File: src/rtl/ps2_kbd_decoder.sv
// ps2_kbd_decoder
//
// Turns a stream of PS/2 set-2 scan-code bytes into keyboard events. A prefix
// FSM strips E0 (extended) and F0 (break) prefixes and swallows the 8-byte
// Pause/Break (E1) sequence. Left/right shift and caps-lock state are tracked
// and used to translate each event into ASCII. Events are queued in a small
// first-word-fall-through FIFO.
//
// Ports
//   clk          system clock, all state on its rising edge
//   rst          asynchronous active-high reset
//   rx_done_tick one-cycle strobe, rx_dout holds a received byte
//   rx_dout      received scan-code byte
//   ev_ready     consumer accepts the head event
//   ev_valid     FIFO non-empty, head event presented on ev_*
//   ev_code      head event scan code with prefixes stripped
//   ev_ext       head event was E0-prefixed
//   ev_break     head event is a key release
//   ev_ascii     head event ASCII, 0x00 if unmapped
//   fifo_count   number of stored events (0..FIFO_DEPTH)
//   overflow     sticky flag, an event was dropped because the FIFO was full
//   shift_active left or right shift currently held
//   caps_lock    caps-lock toggle state

module ps2_kbd_decoder #(
    parameter int FIFO_DEPTH = 4
) (
    input  logic                          clk,
    input  logic                          rst,
    input  logic                          rx_done_tick,
    input  logic [7:0]                    rx_dout,
    input  logic                          ev_ready,
    output logic                          ev_valid,
    output logic [7:0]                    ev_code,
    output logic                          ev_ext,
    output logic                          ev_break,
    output logic [7:0]                    ev_ascii,
    output logic [$clog2(FIFO_DEPTH):0]   fifo_count,
    output logic                          overflow,
    output logic                          shift_active,
    output logic                          caps_lock
);

    localparam int PTR_W  = $clog2(FIFO_DEPTH);
    localparam int CNT_W  = PTR_W + 1;
    localparam int WORD_W = 18;   // {code, ext, brk, ascii}

    typedef enum logic [2:0] {
        IDLE,
        GOT_E0,
        GOT_F0,
        GOT_E0F0,
        SKIP_E1
    } state_t;

    // ------------------------------------------------------------------
    // Scan-code to ASCII helpers
    // ------------------------------------------------------------------
    function automatic logic [7:0] letter_of(input logic [7:0] c);
        case (c)
            8'h1C: return 8'h61; 8'h32: return 8'h62; 8'h21: return 8'h63;
            8'h23: return 8'h64; 8'h24: return 8'h65; 8'h2B: return 8'h66;
            8'h34: return 8'h67; 8'h33: return 8'h68; 8'h43: return 8'h69;
            8'h3B: return 8'h6A; 8'h42: return 8'h6B; 8'h4B: return 8'h6C;
            8'h3A: return 8'h6D; 8'h31: return 8'h6E; 8'h44: return 8'h6F;
            8'h4D: return 8'h70; 8'h15: return 8'h71; 8'h2D: return 8'h72;
            8'h1B: return 8'h73; 8'h2C: return 8'h74; 8'h3C: return 8'h75;
            8'h2A: return 8'h76; 8'h1D: return 8'h77; 8'h22: return 8'h78;
            8'h35: return 8'h79; 8'h1A: return 8'h7A;
            default: return 8'h00;
        endcase
    endfunction

    function automatic logic [7:0] other_of(input logic [7:0] c);
        case (c)
            8'h45: return 8'h30; 8'h16: return 8'h31; 8'h1E: return 8'h32;
            8'h26: return 8'h33; 8'h25: return 8'h34; 8'h2E: return 8'h35;
            8'h36: return 8'h36; 8'h3D: return 8'h37; 8'h3E: return 8'h38;
            8'h46: return 8'h39;
            8'h29: return 8'h20;
            8'h5A: return 8'h0D;
            8'h66: return 8'h08;
            default: return 8'h00;
        endcase
    endfunction

    // Link-level bytes (BAT result, echo, ack, errors, resend) that carry no
    // key information when they arrive outside a prefix sequence.
    function automatic logic is_discard(input logic [7:0] c);
        case (c)
            8'h00, 8'hAA, 8'hEE, 8'hFA, 8'hFC, 8'hFD, 8'hFE, 8'hFF: return 1'b1;
            default: return 1'b0;
        endcase
    endfunction

    // ------------------------------------------------------------------
    // State
    // ------------------------------------------------------------------
    state_t             state_reg, state_next;
    logic [2:0]         skip_cnt_reg, skip_cnt_next;
    logic               lshift_reg, lshift_next;
    logic               rshift_reg, rshift_next;
    logic               caps_reg, caps_next;
    logic               caps_held_reg, caps_held_next;
    logic               overflow_reg, overflow_next;

    logic [PTR_W-1:0]   wr_ptr_reg, wr_ptr_next;
    logic [PTR_W-1:0]   rd_ptr_reg, rd_ptr_next;
    logic [CNT_W-1:0]   count_reg, count_next;
    logic [WORD_W-1:0]  mem [FIFO_DEPTH];

    logic               push_req;
    logic               push_ext;
    logic               push_brk;
    logic [7:0]         push_ascii;
    logic               upper;
    logic [7:0]         letter;
    logic               fifo_full;
    logic               pop;
    logic               push_ok;
    logic [WORD_W-1:0]  head_word;

    // ------------------------------------------------------------------
    // Prefix FSM
    // ------------------------------------------------------------------
    always_comb begin
        state_next    = state_reg;
        skip_cnt_next = skip_cnt_reg;
        push_req      = 1'b0;
        push_ext      = 1'b0;
        push_brk      = 1'b0;
        if (rx_done_tick) begin
            case (state_reg)
                IDLE: begin
                    if (rx_dout == 8'hE0) begin
                        state_next = GOT_E0;
                    end else if (rx_dout == 8'hF0) begin
                        state_next = GOT_F0;
                    end else if (rx_dout == 8'hE1) begin
                        push_req      = 1'b1;
                        state_next    = SKIP_E1;
                        skip_cnt_next = 3'd0;
                    end else if (!is_discard(rx_dout)) begin
                        push_req = 1'b1;
                    end
                end
                GOT_E0: begin
                    if (rx_dout == 8'hF0) begin
                        state_next = GOT_E0F0;
                    end else if (rx_dout != 8'hE0) begin
                        push_req   = 1'b1;
                        push_ext   = 1'b1;
                        state_next = IDLE;
                    end
                end
                GOT_F0: begin
                    if (rx_dout != 8'hE0 && rx_dout != 8'hF0) begin
                        push_req   = 1'b1;
                        push_brk   = 1'b1;
                        state_next = IDLE;
                    end
                end
                GOT_E0F0: begin
                    if (rx_dout != 8'hE0 && rx_dout != 8'hF0) begin
                        push_req   = 1'b1;
                        push_ext   = 1'b1;
                        push_brk   = 1'b1;
                        state_next = IDLE;
                    end
                end
                SKIP_E1: begin
                    // The Pause make sequence has seven bytes after the E1.
                    if (skip_cnt_reg == 3'd6) begin
                        skip_cnt_next = 3'd0;
                        state_next    = IDLE;
                    end else begin
                        skip_cnt_next = skip_cnt_reg + 3'd1;
                    end
                end
                default: state_next = IDLE;
            endcase
        end
    end

    // ------------------------------------------------------------------
    // Modifier tracking and ASCII translation. ASCII uses the modifier
    // state before this byte's own update is applied.
    // ------------------------------------------------------------------
    assign upper  = (lshift_reg | rshift_reg) ^ caps_reg;
    assign letter = letter_of(rx_dout);

    always_comb begin
        push_ascii = 8'h00;
        if (!push_ext) begin
            if (letter != 8'h00) begin
                push_ascii = upper ? (letter - 8'h20) : letter;
            end else begin
                push_ascii = other_of(rx_dout);
            end
        end
    end

    always_comb begin
        lshift_next    = lshift_reg;
        rshift_next    = rshift_reg;
        caps_next      = caps_reg;
        caps_held_next = caps_held_reg;
        if (push_req && !push_ext) begin
            case (rx_dout)
                8'h12: lshift_next = !push_brk;
                8'h59: rshift_next = !push_brk;
                8'h58: begin
                    if (push_brk) begin
                        caps_held_next = 1'b0;
                    end else begin
                        // Typematic repeats arrive while the key is held and
                        // must not toggle again.
                        if (!caps_held_reg) begin
                            caps_next = !caps_reg;
                        end
                        caps_held_next = 1'b1;
                    end
                end
                default: ;
            endcase
        end
    end

    // ------------------------------------------------------------------
    // Event FIFO (first-word-fall-through)
    // ------------------------------------------------------------------
    assign fifo_full = (count_reg == CNT_W'(FIFO_DEPTH));
    assign pop       = (count_reg != '0) && ev_ready;
    // A full FIFO still accepts a push in the cycle its head is popped.
    assign push_ok   = push_req && (!fifo_full || pop);

    always_comb begin
        wr_ptr_next   = wr_ptr_reg;
        rd_ptr_next   = rd_ptr_reg;
        count_next    = count_reg;
        overflow_next = overflow_reg;
        if (push_ok) begin
            wr_ptr_next = wr_ptr_reg + PTR_W'(1);
        end
        if (pop) begin
            rd_ptr_next = rd_ptr_reg + PTR_W'(1);
        end
        if (push_ok && !pop) begin
            count_next = count_reg + CNT_W'(1);
        end else if (!push_ok && pop) begin
            count_next = count_reg - CNT_W'(1);
        end
        if (push_req && !push_ok) begin
            overflow_next = 1'b1;
        end
    end

    always_ff @(posedge clk) begin
        if (push_ok && !rst) begin
            mem[wr_ptr_reg] <= {rx_dout, push_ext, push_brk, push_ascii};
        end
    end

    always_ff @(posedge clk or posedge rst) begin
        if (rst) begin
            state_reg     <= IDLE;
            skip_cnt_reg  <= 3'd0;
            lshift_reg    <= 1'b0;
            rshift_reg    <= 1'b0;
            caps_reg      <= 1'b0;
            caps_held_reg <= 1'b0;
            overflow_reg  <= 1'b0;
            wr_ptr_reg    <= '0;
            rd_ptr_reg    <= '0;
            count_reg     <= '0;
        end else begin
            state_reg     <= state_next;
            skip_cnt_reg  <= skip_cnt_next;
            lshift_reg    <= lshift_next;
            rshift_reg    <= rshift_next;
            caps_reg      <= caps_next;
            caps_held_reg <= caps_held_next;
            overflow_reg  <= overflow_next;
            wr_ptr_reg    <= wr_ptr_next;
            rd_ptr_reg    <= rd_ptr_next;
            count_reg     <= count_next;
        end
    end

    // ------------------------------------------------------------------
    // Outputs. The head word is masked while empty so the event outputs
    // read as zero after reset and between events.
    // ------------------------------------------------------------------
    assign head_word    = ev_valid ? mem[rd_ptr_reg] : '0;
    assign ev_valid     = (count_reg != '0);
    assign ev_code      = head_word[17:10];
    assign ev_ext       = head_word[9];
    assign ev_break     = head_word[8];
    assign ev_ascii     = head_word[7:0];
    assign fifo_count   = count_reg;
    assign overflow     = overflow_reg;
    assign shift_active = lshift_reg | rshift_reg;
    assign caps_lock    = caps_reg;

endmodule

File: config.mk
export PLATFORM = sky130hd
export DESIGN_NAME = ps2_kbd_decoder
export DESIGN_NICKNAME = d
export VERILOG_FILES = /design/src/rtl/ps2_kbd_decoder.sv
export SDC_FILE = /design/constraint.sdc
export NUM_CORES = 1
export LEC_CHECK = 0
export ABC_CLOCK_PERIOD_IN_PS = 5570
export CAP_MARGIN = 20
export CORE_MARGIN = 2
export CORE_UTILIZATION = 60
export CTS_BUF_LIST = sky130_fd_sc_hd__clkbuf_16
export DETAILED_ROUTE_END_ITERATION = 6
export MAX_ROUTING_LAYER = met4
export PLACE_DENSITY = 0.86
export SYNTH_ARGS = -nofsm -noshare
export SYNTH_HDL_FRONTEND = slang
export SYNTH_SLANG_ARGS = --single-unit
export TNS_END_PERCENT = 50
File: constraint.sdc
create_clock -name clk -period 5.57 [get_ports clk]
set_clock_uncertainty 0.05 [all_clocks]
set_input_delay 1.114 -clock clk [delete_from_list [all_inputs] [get_ports clk]]
set_output_delay 1.114 -clock clk [all_outputs]
set_load 0.1 [all_outputs]
# --- Word level (Yosys, flattened, before mapping) ---
# Memories as Yosys holds them, arrays and structs flattened.
# Index checks and enable logic that the tools add are counted.
totals:
  register_bits: 18
  ram_bits: 72
  rom_bits: 896
  inputBits: 12
  n_memories: 2
op_classes:
  n_addsub: 6
  n_eq_ne: 41
  n_mux: 43
  n_bitwise: 4
  reduce_logical: 30
memory_table:
  columns: ["name", "words", "width", "rd", "rd_clocked_by_memory_dff", "wr", "line_no", "text"]
  rows:
  - ["(no name shown)", 128, 7, 1, 0, 0, "60", "case (c)"]
  - ["mem", 4, 18, 1, 0, 1, "110", "logic [WORD_W-1:0] mem [FIFO_DEPTH];"]
op_table:
  columns: ["op", "count"]
  rows:
  - ["== test 8 bit (second input constant)", 10]
  - ["one-hot mux 6 bit (13 select lines)", 1]
  - ["== test 8 x 6 -> 1 bit (second input constant)", 7]
  - ["== test 8 x 7 -> 1 bit (second input constant)", 6]
  - ["2-to-1 mux 3 bit", 13]
  - ["2-to-1 mux 8 bit", 4]
  - ["== test 8 x 5 -> 1 bit (second input constant)", 3]
  - ["2-to-1 mux 1 bit", 20]
  - ["2-to-1 mux 18 bit", 1]
  - ["!= test 8 bit (second input constant)", 2]
  - ["one-hot mux 3 bit (4 select lines)", 1]
  - ["AND reduction 5 bit", 2]
  - ["== test 3 bit (second input constant)", 3]
  - ["logical AND 1 bit", 8]
  - ["zero test 8 bit", 1]
  - ["!= test 2 bit (second input constant)", 4]
  - ["nonzero test 8 bit", 1]
  - ["OR reduction 8 bit", 1]
  - ["subtractor 8 x 6 -> 8 bit (second input constant)", 1]
  - ["zero test 1 bit", 7]
  - ["adder 3 x 1 -> 3 bit (second input constant)", 2]
  - ["== test 3 x 2 -> 1 bit (second input constant)", 2]
  - ["one-hot mux 3 bit (2 select lines)", 1]
  - ["AND reduction 2 bit", 3]
  - ["17 further kinds", 20]

# --- Logic depth before layout (Yosys ltp) ---
depth:
  ltp_word: 19
  ltp_mapped: 14

# --- Worst setup path after synthesis ---
# OpenSTA, ideal clock, no wires.
synth_path:
  kind: "register to output"
  from: "reg count_reg[0], in the netlist fifo_count[0]"
  to: "out ev_break"
  arrival_ns: 3.092
  t_required_ns: 4.406
  setup_slack_ns: 1.314
  stages_incl_launch_ff: 4
  path_buffers: 1
  path_cell_list: "dfrtp_1 -> or3_1 -> clkbuf_1 -> and2_1"
synth_between:
  elab_chain_cells: 2
synth_lines:
  columns: ["item", "line_no", "text"]
  rows:
  - ["start, declared", "109", "logic [CNT_W-1:0] count_reg, count_next;"]
  - ["start signal, assigned", "286", "count_reg <= count_next;"]
  - ["nonzero test 3 bit", "295", "assign ev_valid = (count_reg != '0);"]
  - ["named net ev_valid", "33", "output logic ev_valid,"]
  - ["2-to-1 mux 18 bit", "294", "assign head_word = ev_valid ? mem[rd_ptr_reg] : '0;"]
  - ["end, declared", "36", "output logic ev_break,"]
# The timed path passes the listed nets, and every way through them passes these cells.

# --- Worst setup path after layout ---
layout_path:
  from: "in rx_dout[1]"
  to: "reg count_reg[1], in the netlist fifo_count[1]"
layout_between:
  elab_cells_between_ends: 36
layout_lines:
  columns: ["item", "line_no", "text"]
  rows:
  - ["start, declared", "31", "input logic [7:0] rx_dout,"]
  - ["== test 8 bit / zero test 8 bit (equally long branches)", "90", "case (c)"]
  - ["OR reduction 8 bit", "90", null]
  - ["2-to-1 mux 1 bit", "90", null]
  - ["2-to-1 mux 1 bit", "139", "end else if (rx_dout == 8'hE1) begin"]
  - ["2-to-1 mux 1 bit", "137", "end else if (rx_dout == 8'hF0) begin"]
  - ["2-to-1 mux 1 bit", "135", "if (rx_dout == 8'hE0) begin"]
  - ["2-to-1 mux 1 bit", "133", "case (state_reg)"]
  - ["2-to-1 mux 1 bit", "132", "if (rx_done_tick) begin"]
  - ["[... 2 more ...]", null, null]
  - ["2-to-1 mux 1 bit", "137", null]
  - ["2-to-1 mux 1 bit", "135", null]
  - ["one-hot mux 1 bit (3 select lines) *", "133", null]
  - ["2-to-1 mux 1 bit *", "132", null]
  - ["logical AND 1 bit *", "235", "assign push_ok = push_req && (!fifo_full || pop);"]
  - ["logical AND 1 bit *", "248", "if (push_ok && !pop) begin"]
  - ["2-to-1 mux 3 bit *", "248", null]
  - ["named net count_next[1]", "109", null]
# Mark *: on every way through the listed nets, which the timed path passes. The rest lies on a longest branch. The select of a mux whose other input is x is not followed.
# A chain may end at the register's enable or synchronous reset.

==> impl_metrics.toml <==
[status]
status = "finished clean"

[worst_setup_path]
cp_cell_sequence = "clkdlybuf4s50_1 -> inv_1 -> ha_1 -> or4b_4 -> a2111oi_4 -> a311oi_2 -> o21ai_4 -> nor2_2 -> ha_1 -> inv_1 -> fa_1 -> mux2_2"
critical_path_class = "input pin to flop"
cp_max_fo = 12
r2r_start = "fifo_count[0]"
r2r_end = "fifo_count[2]"
worstSetupEndpointType = "flop"
cpPeakStageDelay_ns = 0.63
cpLargestDelayFamily = "buffers and inverters"
reg2reg_depth = 8
crit_slowest_cell = "clkdlybuf4s50_1"
cp-start-kind = "input pin"
critPathRequiredTime_ns = 5.75
cp.arrival_ns = 4.62
r2r_slack_ns = 2.99
crit_buf_inv = 3

[detailed_routing]
drt-initial-drc-count = 479
num_vias = 3521
wl_per_cell_um = 21.3
ant_nets = 0
drcViolationCount = 0
vias_per_cell = 6.56
wirelength_um = 11500
firstDrtPassIters = 6

[final_layout]
regMostFlops = "mem"
syn_to_final_growth_pct = 16.5
largest_reg_flops = 72
drive_gt1_share_pct = 16.2
fin_util_pct = 70.9
diodes = 0
fill_cells = 532
nNetsFinal = 454

[synthesis]
ys_async_sr_fraction_pct = 20.0
synth_nets = 417
syn_area_um2 = 4920
synth_ff_type = "edfxtp_1"
synth.avg_cell_area_um2 = 12.6
synth_edf_count = 72
ys_ff_latch = 90
syn_inst = 390
ys_seq_area_share_pct = 53.1
yosysWarnings = 0
yosysUniqueCellTypes = 68

[floorplan]
fp.dieH_um = 94.6
initial_utilization_pct = 60.8
dieArea_um2 = 8940
io_pins = 37
std_cell_rows = 33
core_um2 = 8090
die_x_um = 94.6

[placed_design]
io_buffers = 36
dp_hpwl_um = 7290
gp_congestion = 0.883

[power_and_ir_drop]
leakage_nw = 2.07
power.density_nw_per_um2 = 582
peakVddDrop_v = 0.000261

[worst_hold_path]
holdPathEnd = "overflow"
hold_start = "overflow"
hold_class = "flop to flop"
holdPathStages = 1

[global_route]
grt-ovfl-total = 0
track_usage_pct = 28.2
grt_pass1_wl_um = 18000
antenna_found_initial = 0
grt_max_degree = 34
grt_pass1_vias = 3367

[sta]
fin_crit_ns = 4.44
slew_viol_final = 0
max_freq_mhz = 225
rsz0062_at_grt = "false"
worstMarginPinSlew_ns = 0.975
hold_violations = 0
setup_viol = 0
tns_ns = 0
relSlewSlack_pct = 34.8
period_share_pct = 79.7

[clocking]
htree_levels = 3
post_cts.repair.setup_buffers = 0
ctsRootBufferMaster = "clkbuf_16"
tritoncts = "yes"
clkTransAtPathRegs_ns = 0.07
clk_latency_ns = 0.34
cts_buffers = 9
ctsHoldBuffers = 0
cts_resized = 0
cts.path.max_buffers = 2
clock-sinks = 90

[run]
maxCapViolCount = 0
area by class of cell:
cell class	instances	area [um^2]	area share [%]
sequential	90	2610	45.6
multi-input combinational	264	2140	37.2
timing repair buffer	49	458	7.99
clock buffer	9	225	3.93
tap	105	131	2.29
clock inverter	7	123	2.14
inverter	13	48.8	0.851
worst max-delay path by stage:
stage | depth (start not counted) | startpoint | slack [ns] | end
floorplan | 3 | fifo_count[0] | 1.31 | ev_break
detailed placement | 12 | rx_dout[1] | 0.82 | fifo_count[1]
CTS | 12 | rx_dout[1] | 1.14 | fifo_count[1]
global route | 15 | rx_dout[1] | 0.93 | fifo_count[2]
finish | 12 | rx_dout[1] | 1.13 | fifo_count[1]
global placement | 12 | rx_dout[1] | 0.95 | fifo_count[1]
cells in the final DEF, fill, tap and decap left out, types with 4 or more instances in the layout:
cell	synthesis	routed
a21o_1	4	4
a21oi_1	12	12
a31oi_1	4	4
and2_1	26	26
buf_4	4	13
clkbuf_16	0	9
clkdlybuf4s50_1	0	36
dfrtp_1	18	18
edfxtp_1	72	72
ha_1	14	14
inv_1	10	10
mux2_2	6	6
mux2i_1	6	6
mux4_2	18	18
nand2_1	21	21
nand2b_1	5	5
nand3_1	10	10
nand4_1	10	10
nor2_1	21	21
nor2b_1	6	6
nor3_1	5	5
o211ai_1	4	4
o21ai_0	19	19
o22ai_1	6	6
o31ai_1	4	4
xnor2_1	6	6
xor2_1	4	4
logic make-up (layout without fill, tap and decap cells):
kind of cell / Yosys count / count (layout) / share of synthesized area, %
flip-flops: 90 / 90 / 53.1
AND/OR/NAND/NOR: 131 / 131 / 15.2
XOR/XNOR: 10 / 10 / 1.78
AO/OA/AOI/OAI: 77 / 77 / 11.3
adder cells (fa/ha/maj): 15 / 15 / 3.97
buffers and inverters: 36 / 78 / 3.51
multiplexers: 31 / 31 / 11.1
worst register-to-register path, stage by stage, from the launching register on:
cell and delay [ns]:
dfrtp_1 0.46, or3_1 0.70, nand2_1 0.25, ha_1 0.21
inv_1 0.06, fa_1 0.38, xor2_1 0.15, nor2_1 0.11
xor2_1 0.15
synth_stat cells (11+ instances only):
cell type,n,area (um^2)
o21ai_0,19,95.1
clkbuf_1,11,41.3
mux4_2,18,405
nor2_1,21,78.8
and2_1,26,163
edfxtp_1,72,2160
a21oi_1,12,60.1
dfrtp_1,18,450
ha_1,14,175
nand2_1,21,78.8
report_power, final:
group / leakage (nW) / internal, mW / switching, mW / total, mW
logic: 1.02 / 0.497 / 1.19 / 1.69
clock network: 0.168 / 0.442 / 0.264 / 0.706
registers: 0.888 / 0.841 / 0.0997 / 0.941
total: 2.07 / 1.78 / 1.56 / 3.34
per-layer routing:
layer  wire (um)  vias up  GRT usage, %
li1            -     1576             -
met1        4550     1725          36.2
met2        5710      187          44.6
met3         858       33          6.15
met4         330        0          10.1
met5           0        -             -
metrics by stage:
stage	area [um^2]	std cells	hold WS (ns)	setup slack (ns)	total power, mW
final	5730	537	0.410	1.13	3.34
after global placement	5390	521	0.398	0.951	2.60
after CTS	5730	537	0.413	1.14	3.34
after global routing	5730	537	0.444	0.928	3.46
after detailed placement	5390	521	0.398	0.824	2.64
after floorplan	4920	390	0.399	1.31	2.27
No activity file was read; power rests on OpenSTA's default activity.
